`config.mk`:
```
export PLATFORM = sky130hd
export DESIGN_NAME = mem_stage_bus_flat
export DESIGN_NICKNAME = d
export VERILOG_FILES = /design/src/rtl/mem_stage_bus_if.sv /design/src/rtl/mem_stage_bus.sv /design/src/flat_wrapper.sv
export SDC_FILE = /design/constraint.sdc
export NUM_CORES = 1
export LEC_CHECK = 0
export ABC_AREA = 1
export CAP_MARGIN = 20
export CORE_MARGIN = 1
export CORE_UTILIZATION = 42
export CTS_BUF_LIST = sky130_fd_sc_hd__clkbuf_8
export DETAILED_ROUTE_END_ITERATION = 8
export PLACE_DENSITY = 0.8
export SYNTH_ARGS = -nofsm -noshare
export SYNTH_HDL_FRONTEND = slang
export SYNTH_SLANG_ARGS = --single-unit
```
`constraint.sdc`:
```
create_clock -name clk -period 2.1 [get_ports clk]
set_input_delay 0.315 -clock clk [delete_from_list [all_inputs] [get_ports clk]]
set_output_delay 0.315 -clock clk [all_outputs]
set_load 0.005 [all_outputs]
```
`src/rtl/mem_stage_bus_if.sv`:
```
`default_nettype none
// ============================================================================
// Module   : mem_stage_bus_if
// Purpose  : MEM-stage data-port bundle: CPU request side, BRAM port B and
//            the memory-mapped peripheral slots.
// Revision : 1.0 - initial release
// ============================================================================
interface mem_stage_bus_if #(
  parameter int RAM_AW   = 11,
  parameter int N_PERIPH = 4,
  parameter int PA_W     = 8
);
  logic                    cpu_req;
  logic                    cpu_we;
  logic [2:0]              cpu_funct3;
  logic [31:0]             cpu_addr;
  logic [31:0]             cpu_wdata;
  logic [31:0]             cpu_rdata;
  logic                    cpu_stall;
  logic                    cpu_fault;

  logic                    ram_en;
  logic [3:0]              ram_we;
  logic [RAM_AW-1:0]       ram_addr;
  logic [31:0]             ram_wdata;
  logic [31:0]             ram_rdata;

  logic [N_PERIPH-1:0]     per_req;
  logic                    per_we;
  logic [3:0]              per_be;
  logic [PA_W-1:0]         per_addr;
  logic [31:0]             per_wdata;
  logic [32*N_PERIPH-1:0]  per_rdata;
  logic [N_PERIPH-1:0]     per_ack;

  // master: the MEM-stage controller; slave: the core, BRAM and peripherals
  modport master (
    input  cpu_req, cpu_we, cpu_funct3, cpu_addr, cpu_wdata,
    output cpu_rdata, cpu_stall, cpu_fault,
    output ram_en, ram_we, ram_addr, ram_wdata,
    input  ram_rdata,
    output per_req, per_we, per_be, per_addr, per_wdata,
    input  per_rdata, per_ack
  );

  modport slave (
    output cpu_req, cpu_we, cpu_funct3, cpu_addr, cpu_wdata,
    input  cpu_rdata, cpu_stall, cpu_fault,
    input  ram_en, ram_we, ram_addr, ram_wdata,
    output ram_rdata,
    input  per_req, per_we, per_be, per_addr, per_wdata,
    output per_rdata, per_ack
  );
endinterface
`default_nettype wire

```
`src/rtl/mem_stage_bus.sv`:
```
`default_nettype none
// ============================================================================
// Module   : mem_stage_bus
// Purpose  : RV32 MEM-stage data-port controller: BRAM / peripheral decode,
//            byte lanes, load extension, req/ack stalling and fault pulses.
// Revision : 1.0 - initial release
// ============================================================================
module mem_stage_bus #(
  parameter int          RAM_AW        = 11,
  parameter int          N_PERIPH      = 4,
  parameter logic [31:0] PERIPH_BASE   = 32'h1000_0000,
  parameter logic [31:0] PERIPH_STRIDE = 32'h1000_0000,
  parameter int          PA_W          = 8,
  parameter int          TIMEOUT       = 255
) (
  input  logic            clk,
  input  logic            rst,
  mem_stage_bus_if.master bus
);
  localparam int          c_SW        = (N_PERIPH > 1) ? $clog2(N_PERIPH) : 1;
  localparam logic [32:0] c_RAM_LIMIT = 33'(4) << RAM_AW;
  localparam logic [32:0] c_SLOT_SIZE = 33'(1) << PA_W;
  localparam logic [15:0] c_TMO_LAST  = 16'(TIMEOUT - 1);

  typedef enum logic [1:0] {
    IDLE     = 2'd0,
    RAM_RD   = 2'd1,
    PER_WAIT = 2'd2
  } state_t;

  state_t              r_state;
  logic [N_PERIPH-1:0] r_per_req;
  logic                r_per_we;
  logic [3:0]          r_per_be;
  logic [PA_W-1:0]     r_per_addr;
  logic [31:0]         r_per_wdata;
  logic [c_SW-1:0]     r_slot;
  logic [2:0]          r_f3;
  logic [1:0]          r_lane;
  logic [31:0]         r_addr;
  logic                r_done;
  logic [15:0]         r_tmo;
  logic                r_fault;
  logic [31:0]         r_rdata;

  function automatic logic [31:0] f_extract(input logic [31:0] d,
                                            input logic [2:0]  f3,
                                            input logic [1:0]  lane);
    logic [31:0] sh;
    sh = d >> {lane, 3'b000};
    case (f3)
      3'd0:    return {{24{sh[7]}}, sh[7:0]};
      3'd1:    return {{16{sh[15]}}, sh[15:0]};
      3'd4:    return {24'd0, sh[7:0]};
      3'd5:    return {16'd0, sh[15:0]};
      default: return sh;
    endcase
  endfunction

  // Address decode
  logic [31:0]         w_off [N_PERIPH];
  logic [N_PERIPH-1:0] w_hit;
  logic [c_SW-1:0]     w_slot;
  logic                w_is_ram;

  for (genvar gi = 0; gi < N_PERIPH; gi++) begin : g_slot
    assign w_off[gi] = bus.cpu_addr - (PERIPH_BASE + 32'(gi) * PERIPH_STRIDE);
    assign w_hit[gi] = {1'b0, w_off[gi]} < c_SLOT_SIZE;
  end

  // Lowest-numbered slot wins if windows overlap
  always_comb begin
    w_slot = '0;
    for (int k = N_PERIPH - 1; k >= 0; k--) begin
      if (w_hit[k]) w_slot = c_SW'(k);
    end
  end

  assign w_is_ram = {1'b0, bus.cpu_addr} < c_RAM_LIMIT;

  logic [1:0]  w_size;
  logic [1:0]  w_lane;
  logic        w_mis;
  logic        w_unmapped;
  logic [3:0]  w_be;
  logic [31:0] w_wdata;

  assign w_size     = bus.cpu_funct3[1:0];
  assign w_lane     = bus.cpu_addr[1:0];
  assign w_mis      = (bus.cpu_funct3 == 3'd3) || (bus.cpu_funct3[2] && bus.cpu_funct3[1]) ||
                      ((w_size == 2'd1) && bus.cpu_addr[0]) ||
                      ((w_size == 2'd2) && (w_lane != 2'd0));
  assign w_unmapped = !w_is_ram && !(|w_hit);

  always_comb begin
    w_be    = 4'b1111;
    w_wdata = bus.cpu_wdata;
    case (w_size)
      2'd0: begin
        w_be    = 4'b0001 << w_lane;
        w_wdata = {4{bus.cpu_wdata[7:0]}};
      end
      2'd1: begin
        w_be    = 4'b0011 << w_lane;
        w_wdata = {2{bus.cpu_wdata[15:0]}};
      end
      default: ;
    endcase
  end

  // The held request right after a completion is the one just serviced
  logic w_issue, w_ok, w_ram_st, w_ram_ld, w_per_go, w_fault_now;
  logic w_ack, w_tmo;

  assign w_issue     = rst && (r_state == IDLE) && bus.cpu_req &&
                       !(r_done && (bus.cpu_addr == r_addr));
  assign w_ok        = w_issue && !w_mis && !w_unmapped;
  assign w_ram_st    = w_ok && w_is_ram && bus.cpu_we;
  assign w_ram_ld    = w_ok && w_is_ram && !bus.cpu_we;
  assign w_per_go    = w_ok && !w_is_ram;
  assign w_fault_now = w_issue && (w_mis || w_unmapped);
  assign w_ack       = (r_state == PER_WAIT) && (|(bus.per_ack & r_per_req));
  assign w_tmo       = (r_state == PER_WAIT) && !w_ack && (r_tmo == c_TMO_LAST);

  logic [31:0] w_per_rd;
  logic        w_complete;
  logic [31:0] w_cpl_data;

  assign w_per_rd = bus.per_rdata[32*r_slot +: 32];

  always_comb begin
    w_complete = 1'b0;
    w_cpl_data = 32'd0;
    if (r_state == RAM_RD) begin
      w_complete = 1'b1;
      w_cpl_data = f_extract(bus.ram_rdata, r_f3, r_lane);
    end else if (w_ack) begin
      w_complete = 1'b1;
      w_cpl_data = f_extract(w_per_rd, r_f3, r_lane);
    end else if (w_tmo || w_fault_now) begin
      w_complete = 1'b1;
    end
  end

  assign bus.ram_en    = w_ram_st || w_ram_ld;
  assign bus.ram_we    = w_ram_st ? w_be : 4'b0000;
  assign bus.ram_addr  = bus.cpu_addr[RAM_AW+1:2];
  assign bus.ram_wdata = w_wdata;
  assign bus.cpu_stall = w_ram_ld || w_per_go ||
                         ((r_state == PER_WAIT) && !w_ack && !w_tmo);
  assign bus.cpu_rdata = w_complete ? w_cpl_data : r_rdata;
  assign bus.cpu_fault = r_fault;
  assign bus.per_req   = r_per_req;
  assign bus.per_we    = r_per_we;
  assign bus.per_be    = r_per_be;
  assign bus.per_addr  = r_per_addr;
  assign bus.per_wdata = r_per_wdata;

  always_ff @(posedge clk or negedge rst) begin
    if (!rst) begin
      r_state     <= IDLE;
      r_per_req   <= '0;
      r_per_we    <= 1'b0;
      r_per_be    <= 4'd0;
      r_per_addr  <= '0;
      r_per_wdata <= 32'd0;
      r_slot      <= '0;
      r_f3        <= 3'd0;
      r_lane      <= 2'd0;
      r_addr      <= 32'd0;
      r_done      <= 1'b0;
      r_tmo       <= 16'd0;
      r_fault     <= 1'b0;
      r_rdata     <= 32'd0;
    end else begin
      r_fault <= 1'b0;
      r_done  <= 1'b0;
      case (r_state)
        IDLE: begin
          if (w_ram_ld) begin
            r_state <= RAM_RD;
            r_f3    <= bus.cpu_funct3;
            r_lane  <= w_lane;
            r_addr  <= bus.cpu_addr;
          end else if (w_per_go) begin
            r_state     <= PER_WAIT;
            r_per_req   <= N_PERIPH'(1) << w_slot;
            r_slot      <= w_slot;
            r_per_we    <= bus.cpu_we;
            r_per_be    <= w_be;
            r_per_addr  <= w_off[w_slot][PA_W-1:0];
            r_per_wdata <= w_wdata;
            r_f3        <= bus.cpu_funct3;
            r_lane      <= w_lane;
            r_addr      <= bus.cpu_addr;
            r_tmo       <= 16'd0;
          end else if (w_fault_now) begin
            r_fault <= 1'b1;
            r_rdata <= 32'd0;
          end
        end
        RAM_RD: begin
          r_rdata <= w_cpl_data;
          r_done  <= 1'b1;
          r_state <= IDLE;
        end
        PER_WAIT: begin
          if (w_ack) begin
            r_per_req <= '0;
            r_rdata   <= w_cpl_data;
            r_done    <= 1'b1;
            r_state   <= IDLE;
          end else if (w_tmo) begin
            r_per_req <= '0;
            r_fault   <= 1'b1;
            r_rdata   <= 32'd0;
            r_done    <= 1'b1;
            r_state   <= IDLE;
          end else begin
            r_tmo <= r_tmo + 16'd1;
          end
        end
        default: r_state <= IDLE;
      endcase
    end
  end
endmodule
`default_nettype wire
```
`src/flat_wrapper.sv`:
```
// flat-port wrapper written by rule: the top's interface ports become plain ports
module mem_stage_bus_flat 
#(
  parameter int          RAM_AW        = 11,
  parameter int          N_PERIPH      = 4,
  parameter logic [31:0] PERIPH_BASE   = 32'h1000_0000,
  parameter logic [31:0] PERIPH_STRIDE = 32'h1000_0000,
  parameter int          PA_W          = 8,
  parameter int          TIMEOUT       = 255
)
  (clk, rst, bus_cpu_req, bus_cpu_we, bus_cpu_funct3, bus_cpu_addr, bus_cpu_wdata, bus_cpu_rdata, bus_cpu_stall, bus_cpu_fault, bus_ram_en, bus_ram_we, bus_ram_addr, bus_ram_wdata, bus_ram_rdata, bus_per_req, bus_per_we, bus_per_be, bus_per_addr, bus_per_wdata, bus_per_rdata, bus_per_ack);
  mem_stage_bus_if #(.RAM_AW(RAM_AW), .N_PERIPH(N_PERIPH), .PA_W(PA_W)) bus_i ();
  input  logic clk;
  input  logic rst;
  input wire logic [$bits(bus_i.cpu_req)-1:0] bus_cpu_req;
  input wire logic [$bits(bus_i.cpu_we)-1:0] bus_cpu_we;
  input wire logic [$bits(bus_i.cpu_funct3)-1:0] bus_cpu_funct3;
  input wire logic [$bits(bus_i.cpu_addr)-1:0] bus_cpu_addr;
  input wire logic [$bits(bus_i.cpu_wdata)-1:0] bus_cpu_wdata;
  output wire logic [$bits(bus_i.cpu_rdata)-1:0] bus_cpu_rdata;
  output wire logic [$bits(bus_i.cpu_stall)-1:0] bus_cpu_stall;
  output wire logic [$bits(bus_i.cpu_fault)-1:0] bus_cpu_fault;
  output wire logic [$bits(bus_i.ram_en)-1:0] bus_ram_en;
  output wire logic [$bits(bus_i.ram_we)-1:0] bus_ram_we;
  output wire logic [$bits(bus_i.ram_addr)-1:0] bus_ram_addr;
  output wire logic [$bits(bus_i.ram_wdata)-1:0] bus_ram_wdata;
  input wire logic [$bits(bus_i.ram_rdata)-1:0] bus_ram_rdata;
  output wire logic [$bits(bus_i.per_req)-1:0] bus_per_req;
  output wire logic [$bits(bus_i.per_we)-1:0] bus_per_we;
  output wire logic [$bits(bus_i.per_be)-1:0] bus_per_be;
  output wire logic [$bits(bus_i.per_addr)-1:0] bus_per_addr;
  output wire logic [$bits(bus_i.per_wdata)-1:0] bus_per_wdata;
  input wire logic [$bits(bus_i.per_rdata)-1:0] bus_per_rdata;
  input wire logic [$bits(bus_i.per_ack)-1:0] bus_per_ack;
  assign bus_i.cpu_req = bus_cpu_req;
  assign bus_i.cpu_we = bus_cpu_we;
  assign bus_i.cpu_funct3 = bus_cpu_funct3;
  assign bus_i.cpu_addr = bus_cpu_addr;
  assign bus_i.cpu_wdata = bus_cpu_wdata;
  assign bus_cpu_rdata = bus_i.cpu_rdata;
  assign bus_cpu_stall = bus_i.cpu_stall;
  assign bus_cpu_fault = bus_i.cpu_fault;
  assign bus_ram_en = bus_i.ram_en;
  assign bus_ram_we = bus_i.ram_we;
  assign bus_ram_addr = bus_i.ram_addr;
  assign bus_ram_wdata = bus_i.ram_wdata;
  assign bus_i.ram_rdata = bus_ram_rdata;
  assign bus_per_req = bus_i.per_req;
  assign bus_per_we = bus_i.per_we;
  assign bus_per_be = bus_i.per_be;
  assign bus_per_addr = bus_i.per_addr;
  assign bus_per_wdata = bus_i.per_wdata;
  assign bus_i.per_rdata = bus_per_rdata;
  assign bus_i.per_ack = bus_per_ack;
  mem_stage_bus #(.RAM_AW(RAM_AW), .N_PERIPH(N_PERIPH), .PERIPH_BASE(PERIPH_BASE), .PERIPH_STRIDE(PERIPH_STRIDE), .PA_W(PA_W), .TIMEOUT(TIMEOUT)) u_core (.clk(clk), .rst(rst), .bus(bus_i));
endmodule
```
==> impl_metrics.env <==
export IMPL_synth_top_area_frac=0.3405
export IMPL_cts_made_buffers=17
export IMPL_regArea_mm2=0.003456
export IMPL_yosys_area_top_type="dfrtp_1"
export IMPL_gr_total_overflow=0
export IMPL_grt_pass1_wl_um=65870
export IMPL_synth_cell_type_count=48
export IMPL_fin_tns_setup_ps=-115930
export IMPL_die_w_um=157.4
export IMPL_wire_per_inst_um=20.31
export IMPL_core_rowCount=56
export IMPL_hold_path_class="primary input to flip-flop"
export IMPL_p_per_area_mw_per_mm2=336.5
export IMPL_wl_um=51330
export IMPL_holdPathStages=3
export IMPL_synth_top_family_by_area="simple AND/OR/NAND/NOR gates"
export IMPL_grt_max_degree=70
export IMPL_setup_ws_ps=-1175
export IMPL_drt_iter0_markers=1238
export IMPL_postLayoutCellArea_mm2=0.01869
export IMPL_fin_crit_ps=3275
export IMPL_clkTransAtPathRegs_ps=110
export IMPL_clkSinkCount=138
export IMPL_clockBufferDepth=2
export IMPL_io_pins=366
export IMPL_worst_pin_slew_ps=948.8
export IMPL_antenna_found_initial=0
export IMPL_crit_type="primary input to output port"
export IMPL_cp_slowest_cell="clkdlybuf4s50_1"
export IMPL_drive_gt1_frac=0.3338
export IMPL_synth_simple_area_share=0.3566
export IMPL_yosysMostFrequentCell="nand2_1"
export IMPL_syn_inst=1590
export IMPL_worst_r2r_path_depth=18
export IMPL_vias=14080
export IMPL_post_dp_hpwl_um=30700
export IMPL_synth_fa_ha_area_frac=0.01110
export IMPL_hold_slack_ps=207.3
export IMPL_drc=0
export IMPL_synthToLayoutAreaGrowth_pct=84.31
export IMPL_ys_warn_count=0
export IMPL_synth_compound_area_share=0.1566
export IMPL_synth_xor_area_frac=0.01641
export IMPL_drv_slew=0
export IMPL_crit_required_ps=1780
export IMPL_ys_ff_latch=138
export IMPL_initial_core_util=0.4308
export IMPL_path_depth=16
export IMPL_finalPower_mw=6.290
export IMPL_place_area_mm2=0.01547
export IMPL_num_fill_cells=1487
export IMPL_report_final_hold_viol_count=0
export IMPL_critPathLaunchType="primary input"
export IMPL_ys_flop_type="dfrtp_1"
export IMPL_core_area_mm2=0.02354
export IMPL_ir_drop_v=0.0003275
export IMPL_leakagePower_nw=9.171
export IMPL_design_final_nets=2439
export IMPL_dieArea_mm2=0.02477
export IMPL_dr_pass1_iters=5
export IMPL_io_buffers=365
export IMPL_cap_viol_max_count=0
export IMPL_globalplace_congestion=1.021
export IMPL_fin_skew_ps=24.67
export IMPL_endpoint_kind="output port"
export IMPL_synth_area_leaders="dfrtp_1 34%, nand2_1 20%, nand3_1 7.3%, o21ai_0 7.3%, inv_1 5.1%"
export IMPL_path_common_cell="nand2_1"
export IMPL_cts_tree="built"
export IMPL_cpPeakStageDelay_ps=510
export IMPL_syn_area_mm2=0.01014
export IMPL_synth_common_cells="535 x nand2_1, 147 x nand3_1, 147 x o21ai_0, 138 x dfrtp_1, 138 x inv_1"
export IMPL_min_period_over_period=1.559
export IMPL_ant_nets=0
export IMPL_avgSynthCellArea_um2=6.378
export IMPL_clock_root_buffer="clkbuf_8"
export IMPL_crit_path_cell_trace="clkdlybuf4s50_1, inv_1, nand2_1, nand2_1, nor2_1, nand2_1, nor2_2, nand3_2, nor2_4, nor2_4, o21ai_4, buf_6, nand3_4, clkbuf_16, o21bai_1, buf_2"
export IMPL_synthArstFlopShare=1.000
export IMPL_max_slew_margin=0.3675
export IMPL_critical_path_buf_inv_count=5
export IMPL_die_h_um=157.4
export IMPL_num_antenna_cells=0
export IMPL_finalSetupViolCount=181
export IMPL_max_freq_mhz=305.4
export IMPL_synthMuxAreaShare=0.007896
export IMPL_grt_setup_unrepaired="true"
export IMPL_ctsHtreeMaxLevel=4
export IMPL_outcome="finished, violations left"
export IMPL_synth_edff_count=0
export IMPL_critical_path_top_delay_family="simple AND/OR/NAND/NOR gates"
export IMPL_crit_arrival_ps=2960
export IMPL_synth_nets=1834
export IMPL_clk_latency_ps=470
export IMPL_viasPerCell=5.572
export IMPL_critPathMaxFanout=6
export IMPL_violations="setup timing"
export IMPL_multi_input_area_mm2=0.006954
export IMPL_grt_pass1_vias=12730
export IMPL_synth_seq_area_share=0.3405
export IMPL_grt_total_usage=0.3440
==> layout make-up <==
| type | instances | share of cell area |
|---|---|---|
| sequential | 138 | 0.1849 |
| tap | 319 | 0.02135 |
| multi-input combinational | 1199 | 0.3721 |
| clock inverter | 15 | 0.008569 |
| timing repair inverter | 2 | 0.0008703 |
| timing repair buffer | 687 | 0.3669 |
| inverter | 150 | 0.03287 |
| clock buffer | 17 | 0.01252 |
==> per-stage QoR <==
step	setup slack, ps	utilization	std cells
final	-1175	0.7939	2527
after global routing	-1181	0.7939	2527
after CTS	-773.4	0.7188	2486
after detailed placement	-1218	0.6573	2396
after global placement	-1124	0.6573	2396
after floorplan	31.46	-	1590
==> registers in the layout, summed over array words and instances (netlist names) <==
signal / cells
u_core.bus.per_req: 4
u_core.bus.per_addr: 8
u_core.r_done: 1
u_core.r_state: 2
u_core.bus.per_we: 1
u_core.r_f3: 3
u_core.bus.cpu_fault: 1
u_core.r_slot: 2
u_core.r_tmo: 16
u_core.bus.per_be: 4
u_core.r_rdata: 32
u_core.bus.per_wdata: 32
u_core.r_addr: 32
==> kinds of logic after synthesis <==
| logic type | Yosys count |
|---|---|
| buf+inv | 254 |
| xor+xnor | 19 |
| simple gates | 868 |
| mux | 8 |
| flops | 138 |
| compound gates | 294 |
| fa+ha+maj | 9 |
==> power breakdown <==
group / switching [mW] / internal [mW] / total, mW / leakage (nW)
clock: 1.31 / 0.985 / 2.29 / 0.198
sequential: 0.000329 / 2.66 / 2.66 / 1.77
combinational: 0.593 / 0.748 / 1.34 / 7.21
total: 1.90 / 4.39 / 6.29 / 9.17
==> final timing paths <==
kind                                                      start                                   end  slack, ps
setup / recovery                                bus_cpu_addr[3]                      bus_cpu_rdata[3]      -1170
hold / removal                                  bus_cpu_addr[2]          u_core.r_addr[2]$_DFFE_PN0P_        210
setup reg to reg                  u_core.r_addr[20]$_DFFE_PN0P_    u_core.bus.per_addr[0]$_DFFE_PN0P_       -610
hold reg to reg            u_core.bus.per_wdata[19]$_DFFE_PN0P_  u_core.bus.per_wdata[19]$_DFFE_PN0P_        490
max in group asynchronous                                   rst          u_core.r_slot[0]$_DFFE_PN0P_        310
min in group asynchronous                                   rst        u_core.r_rdata[26]$_DFFE_PN0P_        440
==> worst min-delay path: stages <==
cell,delay [ps]
dlymetal6s2s_1,200
nand2_4,100
o21ai_2,40
==> layer usage <==
| metal | wire (µm) | share of wire | vias to the layer above | global-route usage |
|---|---|---|---|---|
| met5 | 0 | 0 | - | 0 |
| met4 | 3665 | 0.071 | 0 | 0.1438 |
| met3 | 5326 | 0.10 | 260 | 0.09526 |
| met2 | 24620 | 0.48 | 859 | 0.6005 |
| met1 | 17730 | 0.35 | 6637 | 0.3936 |
| li1 | - | - | 6324 | - |
==> placed cells by master, fill, tap and decap left out, types with 21 or more instances in the layout <==
cell	synthesis	layout
o21ai_0	147	49
nand3_1	147	114
o21ai_2	2	65
inv_1	138	118
buf_4	26	226
inv_2	9	25
buf_6	4	54
nand2_1	535	398
clkdlybuf4s50_1	0	295
buf_2	32	30
dfrtp_1	138	136
nand3_2	3	25
nand2_2	4	88
nor2_1	136	117
o21ai_1	45	76
nand2_4	1	51
buf_12	0	21
a21oi_1	54	42
==> timing repair <==
item                                    CTS  global route
gates cloned                             13            22
gates resized for setup                 374           406
hold buffers                              1             0
endpoints found under the hold margin    30             0
pin swaps                                38            59
endpoints found under the setup margin  194           182
buffers inserted                         50            29
No activity file was read; power rests on OpenSTA's default activity.
